`src/rtl/aes_subbytes_seq.sv`:
```
// aes_subbytes_seq: sequential SubBytes engine feeding LANES external sboxes per cycle; define AES_SUBBYTES_SHIFTROWS_EN to add ShiftRows wiring on out_data
module aes_subbytes_seq #(
  parameter int LANES = 1
) (
  input  logic               clk,
  input  logic               rst,
  input  logic               in_valid,
  output logic               in_ready,
  input  logic [127:0]       in_data,
  output logic               out_valid,
  input  logic               out_ready,
  output logic [127:0]       out_data,
  output logic [8*LANES-1:0] sb_sel,
  input  logic [8*LANES-1:0] sb_out,
  output logic               busy
);
  typedef enum logic [1:0] {IDLE, RUN, DONE} state_t;
  localparam logic [4:0] STEP = 5'(LANES);
  localparam logic [4:0] LAST = 5'(16 - LANES);
  state_t     state;
  logic [4:0] idx;
  logic [7:0] src [16];
  logic [7:0] res [16];
  // control FSM, byte buffers and registered handshake flags
  always_ff @(posedge clk) begin
    if (rst) begin
      state     <= IDLE;
      idx       <= '0;
      in_ready  <= 1'b1;
      out_valid <= 1'b0;
      busy      <= 1'b0;
      for (int i = 0; i < 16; i++) begin
        src[i] <= '0;
        res[i] <= '0;
      end
    end else if (state == IDLE) begin
      if (in_valid) begin
        for (int i = 0; i < 16; i++) src[i] <= in_data[127-8*i -: 8];
        idx      <= '0;
        state    <= RUN;
        in_ready <= 1'b0;
        busy     <= 1'b1;
      end
    end else if (state == RUN) begin
      for (int k = 0; k < LANES; k++) res[idx[3:0] + 4'(k)] <= sb_out[8*k +: 8];
      idx <= idx + STEP;
      if (idx == LAST) begin
        state     <= DONE;
        out_valid <= 1'b1;
      end
    end else if (out_ready) begin
      state     <= IDLE;
      out_valid <= 1'b0;
      in_ready  <= 1'b1;
      busy      <= 1'b0;
    end
  end
  // current window of source bytes to the sbox lanes, zero outside RUN
  always_comb begin
    sb_sel = '0;
    for (int k = 0; k < LANES; k++) sb_sel[8*k +: 8] = (state == RUN) ? src[idx[3:0] + 4'(k)] : 8'h00;
  end
  // result bytes back to FIPS-197 order, optionally ShiftRows-permuted
  always_comb begin
    out_data = '0;
    for (int i = 0; i < 16; i++)
`ifdef AES_SUBBYTES_SHIFTROWS_EN
      out_data[127-8*i -: 8] = res[4'((i % 4) + 4 * (((i / 4) + (i % 4)) % 4))];
`else
      out_data[127-8*i -: 8] = res[4'(i)];
`endif
  end
endmodule
```
`config.mk`:
```
export PLATFORM = sky130hd
export DESIGN_NAME = aes_subbytes_seq
export DESIGN_NICKNAME = d
export VERILOG_FILES = /design/src/rtl/aes_subbytes_seq.sv
export SDC_FILE = /design/constraint.sdc
export NUM_CORES = 1
export LEC_CHECK = 0
export ABC_AREA = 1
export BUFFER_PORTS_ARGS = -buffer_cell sky130_fd_sc_hd__buf_2
export CORE_AREA = 3 3 170 172
export DETAILED_ROUTE_END_ITERATION = 6
export DIE_AREA = 0 0 173 175
export PLACE_DENSITY = 0.62
export RECOVER_POWER = 25
export SYNTH_ARGS = -nofsm -noshare
export SYNTH_HDL_FRONTEND = slang
export SYNTH_SLANG_ARGS = --single-unit
```
`constraint.sdc`:
```
create_clock -name clk -period 7.9 [get_ports clk]
set_input_delay 1.185 -clock clk [delete_from_list [all_inputs] [get_ports clk]]
set_output_delay 1.185 -clock clk [all_outputs]
set_load 0.02 [all_outputs]
```
==> results of run 1 <==
==> sequential cells by signal, indices dropped and copies added, names as in the netlist, named ones only <==
register   count
state          2
src          128
busy           1
in_ready       1
res          128
out_valid      1
idx            5
==> layout make-up <==
| type | instances | area [um2] | share of cell area |
|---|---|---|---|
| Tap cell | 378 | 473 | 0.0335 |
| Multi-Input combinational cell | 617 | 2570 | 0.182 |
| Clock inverter | 15 | 120 | 0.00852 |
| Clock buffer | 32 | 694 | 0.0493 |
| Inverter | 225 | 848 | 0.0602 |
| Sequential cell | 270 | 7970 | 0.565 |
| Timing Repair Buffer | 283 | 1430 | 0.101 |
==> worst reg2reg max path, delay by kind of cell, from the launching register on <==
family / cells / cell delay (ns)
flops: 1 / 0.34
buf+inv: 3 / 0.49
simple gates: 5 / 1.65
==> worst paths after layout <==
path                     to  slack [ns]  cells after the start
setup / recovery  sb_sel[6]        3.80                      7
hold / removal         busy        0.48                      2
setup reg to reg  res[8][0]        5.09                      8
hold reg to reg        busy        0.48                      2
==> metal layers <==
layer | vias to the layer above | share of wire | GRT usage
met2 | 315 | 0.49 | 0.312
met5 | - | 0.00042 | 0
met4 | 2 | 0.023 | 0.0493
li1 | 4142 | - | -
met1 | 3920 | 0.42 | 0.242
met3 | 49 | 0.075 | 0.0359
==> cells in the mapped netlist (all sizes together) <==
library cell | n | area [um2]
o211ai | 1 | 7.51
dfxtp | 14 | 280
o22ai | 1 | 6.26
o31ai | 1 | 7.51
a21oi | 10 | 50.1
a211oi | 1 | 7.51
clkbuf | 20 | 75.1
nand3 | 83 | 415
buf | 28 | 134
inv | 225 | 852
edfxtp | 256 | 7690
nand4 | 2 | 12.5
nand2 | 239 | 992
nor2 | 271 | 1140
o21ai | 3 | 15.0
ha | 5 | 62.6
==> logic make-up (layout without fill, tap and decap cells) <==
group / count (synthesis) / in the layout
buf+inv: 273 / 555
simple gates: 595 / 595
flops: 270 / 270
fa+ha+maj: 5 / 5
compound gates: 17 / 17
==> per-stage QoR <==
| stage | total power [mW] | instances | worst slack (ns) | utilization |
|---|---|---|---|---|
| after floorplan | 1.91 | 1160 | 3.08 | - |
| after CTS | 3.23 | 1820 | 3.78 | 0.516 |
| after global routing | 3.32 | 1820 | 3.62 | 0.510 |
| final | 3.19 | 1820 | 3.80 | 0.510 |
| after global placement | 2.03 | 1773 | 3.60 | 0.487 |
| after detailed placement | 2.03 | 1773 | 3.46 | 0.487 |
==> report_power, final <==
part	total [mW]	internal, mW	switching, mW
logic	0.312	0.0929	0.219
clock network	1.20	0.686	0.513
registers	1.68	1.66	0.0236
==> reports/results.txt, run 1 <==
multiplexer share of the synthesized area - 0
Syn-to-layout area delta - 20.0%
fin crit period - 4.10 ns
Routability Congestion - 0.805
Yosys warnings - 0
post-synthesis net count - 1305
post-synthesis compound-gate area fraction - 0.00799
total track usage - 0.183
first-pass GRT wire length - 44000 um
maximum clock frequency - 244 MHz
RSZ-0062 raised after global routing - false
clock buffer depth - 3
CTS Buf Count - 27
Hold Slack - 0.476 ns
Max-Cap Viols - 0
worst hold start - busy
Final setup viols - 0
fin area - 0.0141 mm2
slew margin rel. - 0.214
Final Hold Fails - 0
Critical path buffers and inverters - 3
syn avg cell area - 10.1 um2
cell mode on critical path - nand3_1
XOR/XNOR share of the synthesized area - 0
Root Driver - clkbuf_16
share of cells above drive strength 1 - 0.235
Crit Path Max Fanout - 33
CTS clk-pin slew, worst paths - 0.06 ns
Max Clock Skew - 0.0207 ns
Crit path required time - 6.71 ns
Final TNS setup - 0 ns
ant diodes - 0
Crit. End Element - output port
Tcrit/Tclk final - 0.519
PostCTS Resize Cnt - 0
H-tree levels - 1
initial antenna violation count - 1
Worst Max-Slew Pin Slew - 1.18 ns
max-slew violations - 0
DRC - 0
crit start category - register
Hold Buf Count CTS - 0
core footprint - 0.0276 mm2
Antenna Nets Post-Route - 0
Via density - 4.63
Post-Synth Adder-Cell Area - 0.00533
most frequent cells in the layout - buf_2, nor2_1, edfxtp_1
CP arrival - 2.92 ns
reg-to-reg startpoint - state[0]
Critical Path Max Stage Delay - 0.86 ns
register bit total from synthesis - 270
Chip Width - 173 um
postcts setup bufs - 0
Vias - 8428
Post-Syn Area - 0.0117 mm2
largest net degree at the start of global routing - 83
DP Area - 0.0135 mm2
simple-gate share of the synthesized area - 0.218
Sink Count - 270
Rows - 61
pwr dens - 226 mW/mm2
Leakage - 6.81 nW
final net count - 1569
Peak VDD IR - 0.188 mV
TritonCTS clock tree - yes
Filler cells - 2582
PortBufs - 278
Largest delay share family, worst path - buffers and inverters
Gate Count Post-Synth - 1160
grt ovf - 0
HPWL after detailed placement - 19800 um
clk_lat worst skew - 0.53 ns
die area - 0.0303 mm2
status - finished, final reports clean
Tightest Hold Check Type - reg -> reg
critical path type - reg -> out
initial cell density of the core - 0.425
Starting DRT DRC Count - 810
vias in the first global route - 8149
final WL - 28500 um
Seq/Total Area, Yosys - 0.678
Synth cell types - 25
highest-delay cell along the critical path - inv_1
leading cell type in the layout, fill and taps excluded - buf_2
main combinational cell family by area after synthesis - simple AND/OR/NAND/NOR gates
die height - 175 um
Wirelength per Cell - 15.7 um
# IOs - 279
Detailed Routing Iterations Pass 1 - 5
worst-path cell chain - buf_4 > inv_1 > nand3_1 > nand3_1 > nand3_1 > a21oi_1 > buf_2
(Power assumes the default switching activity.)
==> inputs of run 2 (changes only) <==
ABC_AREA = 0   (was 1)
CORE_AREA = 3 3 167 169   (was 3 3 170 172)
DIE_AREA = 0 0 170 172   (was 0 0 173 175)
PLACE_DENSITY = 0.63   (was 0.62)
clock period = 3.93 ns   (was 7.9 ns; I/O delays follow)
==> run 2 against run 1 <==
  * The flow now finishes with violations (max-capacitance violations, max-slew violations)
  * Clock skew shrank 0.0044 ns
  * Combinational power up 59%
  * Largest cell class unchanged
  * Clock-buffer cell count rose by 12
  * Critical path type unchanged
  * Via count decreased by 18%
  * Cell area decreased by 2.3%
  * Non-clock buffer count increased by 2
  * Clock power is 110% higher
  * Wire length fell by 2.4%
  * Sequential share of layout area up 1.3 points
==> reports/results.txt, run 2 <==
Post-synth top cells - edfxtp_1, and2_1, nor2b_1
Antenna Nets Post-Route - 0 (unchanged)
Reg2Reg Depth - 4 (-4)
RSZ-0062 raised after global routing - false
Final TNS setup - 0 ns (unchanged)
Sink Count - 270 (unchanged)
# IOs - 279 (unchanged)
Routability Congestion - 0.826 (+2.6%)
# placed instances - 1359 (-23%)
Final Util - 0.516 (+0.00531)
R2R Setup Slk - 1.30 ns (-3.79 ns)
Root Driver - clkbuf_16
Chip Width - 170 um (-1.7%)
Post-Place Setup Slack - 1.21 ns (-2.25 ns)
Peak VDD IR - 0.272 mV (+45%)
critical path type - reg -> out
Tightest Hold Check Type - in -> reg
hold endpoint - src[0][5]
register bit total from synthesis - 270 (unchanged)
final net count - 1194 (-24%)
Via density - 4.92 (+6.2%)
Gate Count Post-Synth - 775 (-33%)
vias in the first global route - 6938 (-15%)
initial cell density of the core - 0.424 (-0.00112)
postcts setup bufs - 0 (unchanged)
post-synthesis net count - 920 (-30%)
Post-synth EDFFs - 256 (unchanged)
largest net degree at the start of global routing - 65 (-22%)
TritonCTS clock tree - yes
Crit Path Max Fanout - 16 (-52%)
slew margin rel. - -0.847 (-1.06)
worst-path cell chain - nor2_1 > a22oi_1 > nand3_1 > o21ai_0 > buf_2
Largest regs - res: 128 flops, src: 128 flops, idx: 5 flops
crit start category - register
total track usage - 0.182 (-0.00105)
CP arrival - 2.70 ns (-0.22 ns)
Vias - 6936 (-18%)
PostCTS Resize Cnt - 0 (unchanged)
asr flop ratio synth - 0 (unchanged)
top cells by area, synth - edfxtp_1, and2_1, mux2i_1
Synth cell types - 31 (+24%)
fin worst setup slack - 0.642 ns (-3.16 ns)
CTS clk-pin slew, worst paths - 0.06 ns (about the same)
maximum clock frequency - 304 MHz
Tcrit/Tclk final - 0.837
Post-Syn Area - 0.0113 mm2 (-3.5%)
Worst R2R End - src[2][6]
failing checks - max-capacitance violations, max-slew violations
Leakage - 5.39 nW (-21%)
final WL - 27900 um (-2.4%)
leading cell type in the layout, fill and taps excluded - edfxtp_1
PortBufs - 278 (unchanged)
Synth top area share - 0.678 (+0.0239)
Synth area leader - edfxtp_1
fin cells - 1410 (-23%)
most frequent cells in the layout - edfxtp_1, and2_1, buf_2
share of cells above drive strength 1 - 0.243 (+0.00813)
die height - 172 um (-1.7%)
grt ovf - 0 (unchanged)
DP Area - 0.0130 mm2 (-3.2%)
CTS Buf Count - 29 (+7.4%)
Yosys warnings - 0 (unchanged)
Seq/Total Area, Yosys - 0.703 (+0.0248)
Final Hold Fails - 0 (unchanged)
clk_lat worst skew - 0.54 ns (about the same)
Crit path required time - 3.34 ns (-3.37 ns)
status - finished, violations left
Detailed Routing Iterations Pass 1 - 5 (unchanged)
max-slew violations - 64 (+64)
H-tree levels - 1 (unchanged)
fin area - 0.0138 mm2 (-2.3%)
ant diodes - 0 (unchanged)
initial antenna violation count - 3 (+2)
Final setup viols - 0 (unchanged)
fin crit period - 3.29 ns
Starting DRT DRC Count - 513 (-37%)
area of the multi-input gates - 0.00314 mm2 (+22%)
Hold Buf Count CTS - 0 (unchanged)
Worst Max-Slew Pin Slew - 2.77 ns (+1.59 ns)
top_reg_cell synth - edfxtp_1
Max Clock Skew - 0.0163 ns (-0.00439 ns)
HPWL after detailed placement - 19700 um (-0.75%)
worst hold start - in_data[125]
Critical Path Max Stage Delay - 0.94 ns (+0.08 ns)
count leader, synth - edfxtp_1
Syn-to-layout area delta - 21.6%
Max-Cap Viols - 1 (+1)
Crit. End Element - output port
clock buffer depth - 3 (unchanged)
Seq. cell area - 0.00797 mm2 (about the same)
die area - 0.0292 mm2 (-3.4%)
DRC - 0 (unchanged)
Hold Crit Depth - 2 (unchanged)
reg-to-reg startpoint - state[1]
highest-delay cell along the critical path - nor2_1
Filler cells - 2357 (-8.7%)
pwr dens - 467 mW/mm2 (+110%)
core footprint - 0.0267 mm2 (-3.3%)
Wirelength per Cell - 19.8 um (+26%)
Rows - 60 (-1.6%)
first-pass GRT wire length - 40400 um (-8.2%)
syn avg cell area - 14.6 um2 (+44%)
run 2: area by class of cell:
cell class,instances,share of cell area
Clock inverter,7,0.00508
Clock buffer,44,0.0597
Inverter,5,0.00136
Tap cell,341,0.0310
Timing Repair Buffer,285,0.0969
Multi-Input combinational cell,458,0.228
Sequential cell,270,0.578
run 2: critical path: cells and delay by family (launching register included):
kind | cells | cell delay (ns)
AO/OA/AOI/OAI | 2 | 0.39
buffers and inverters | 1 | 0.21
flip-flops | 1 | 0.46
AND/OR/NAND/NOR | 2 | 1.09
run 2: cell families after synthesis:
| group | count (synthesis) | synth area share |
|---|---|---|
| flip-flops | 270 | 0.703 |
| buffers and inverters | 47 | 0.0204 |
| adder cells (fa/ha/maj) | 5 | 0.00552 |
| XOR/XNOR | 1 | 0.000773 |
| multiplexers | 60 | 0.0598 |
| AND/OR/NAND/NOR | 345 | 0.182 |
| AO/OA/AOI/OAI | 47 | 0.0283 |
run 2: layer usage:
metal,vias up,GRT usage,share of wire,routed length [um]
met4,6,0.0511,0.025,691
li1,3296,-,-,-
met1,3330,0.249,0.44,12300
met5,-,0,0.0017,46
met3,51,0.0364,0.062,1720
met2,253,0.300,0.47,13100
run 2: through the flow:
stage	total power [mW]	hold WS [ns]
5_1_grt	6.65	0.313
3_3_place_gp	3.96	0.431
3_5_place_dp	3.96	0.434
2_1_floorplan	3.72	0.454
6_report	6.44	0.322
4_1_cts	6.50	0.298
run 2: worst max-delay path by stage:
stage | endpoint | slack, ns
final | sb_sel[6] | 0.64
after global routing | sb_sel[6] | 0.45
after CTS | sb_sel[4] | 0.63
after detailed placement | sb_sel[4] | 1.21
after global placement | sb_sel[4] | 1.23
after floorplan | src[0][0] | 1.02
run 2: where the power goes:
group	leakage, nW	total, mW	switching (mW)	internal [mW]
registers	2.81	3.39	0.0714	3.32
logic	2.14	0.496	0.311	0.185
clock network	0.435	2.56	1.06	1.50
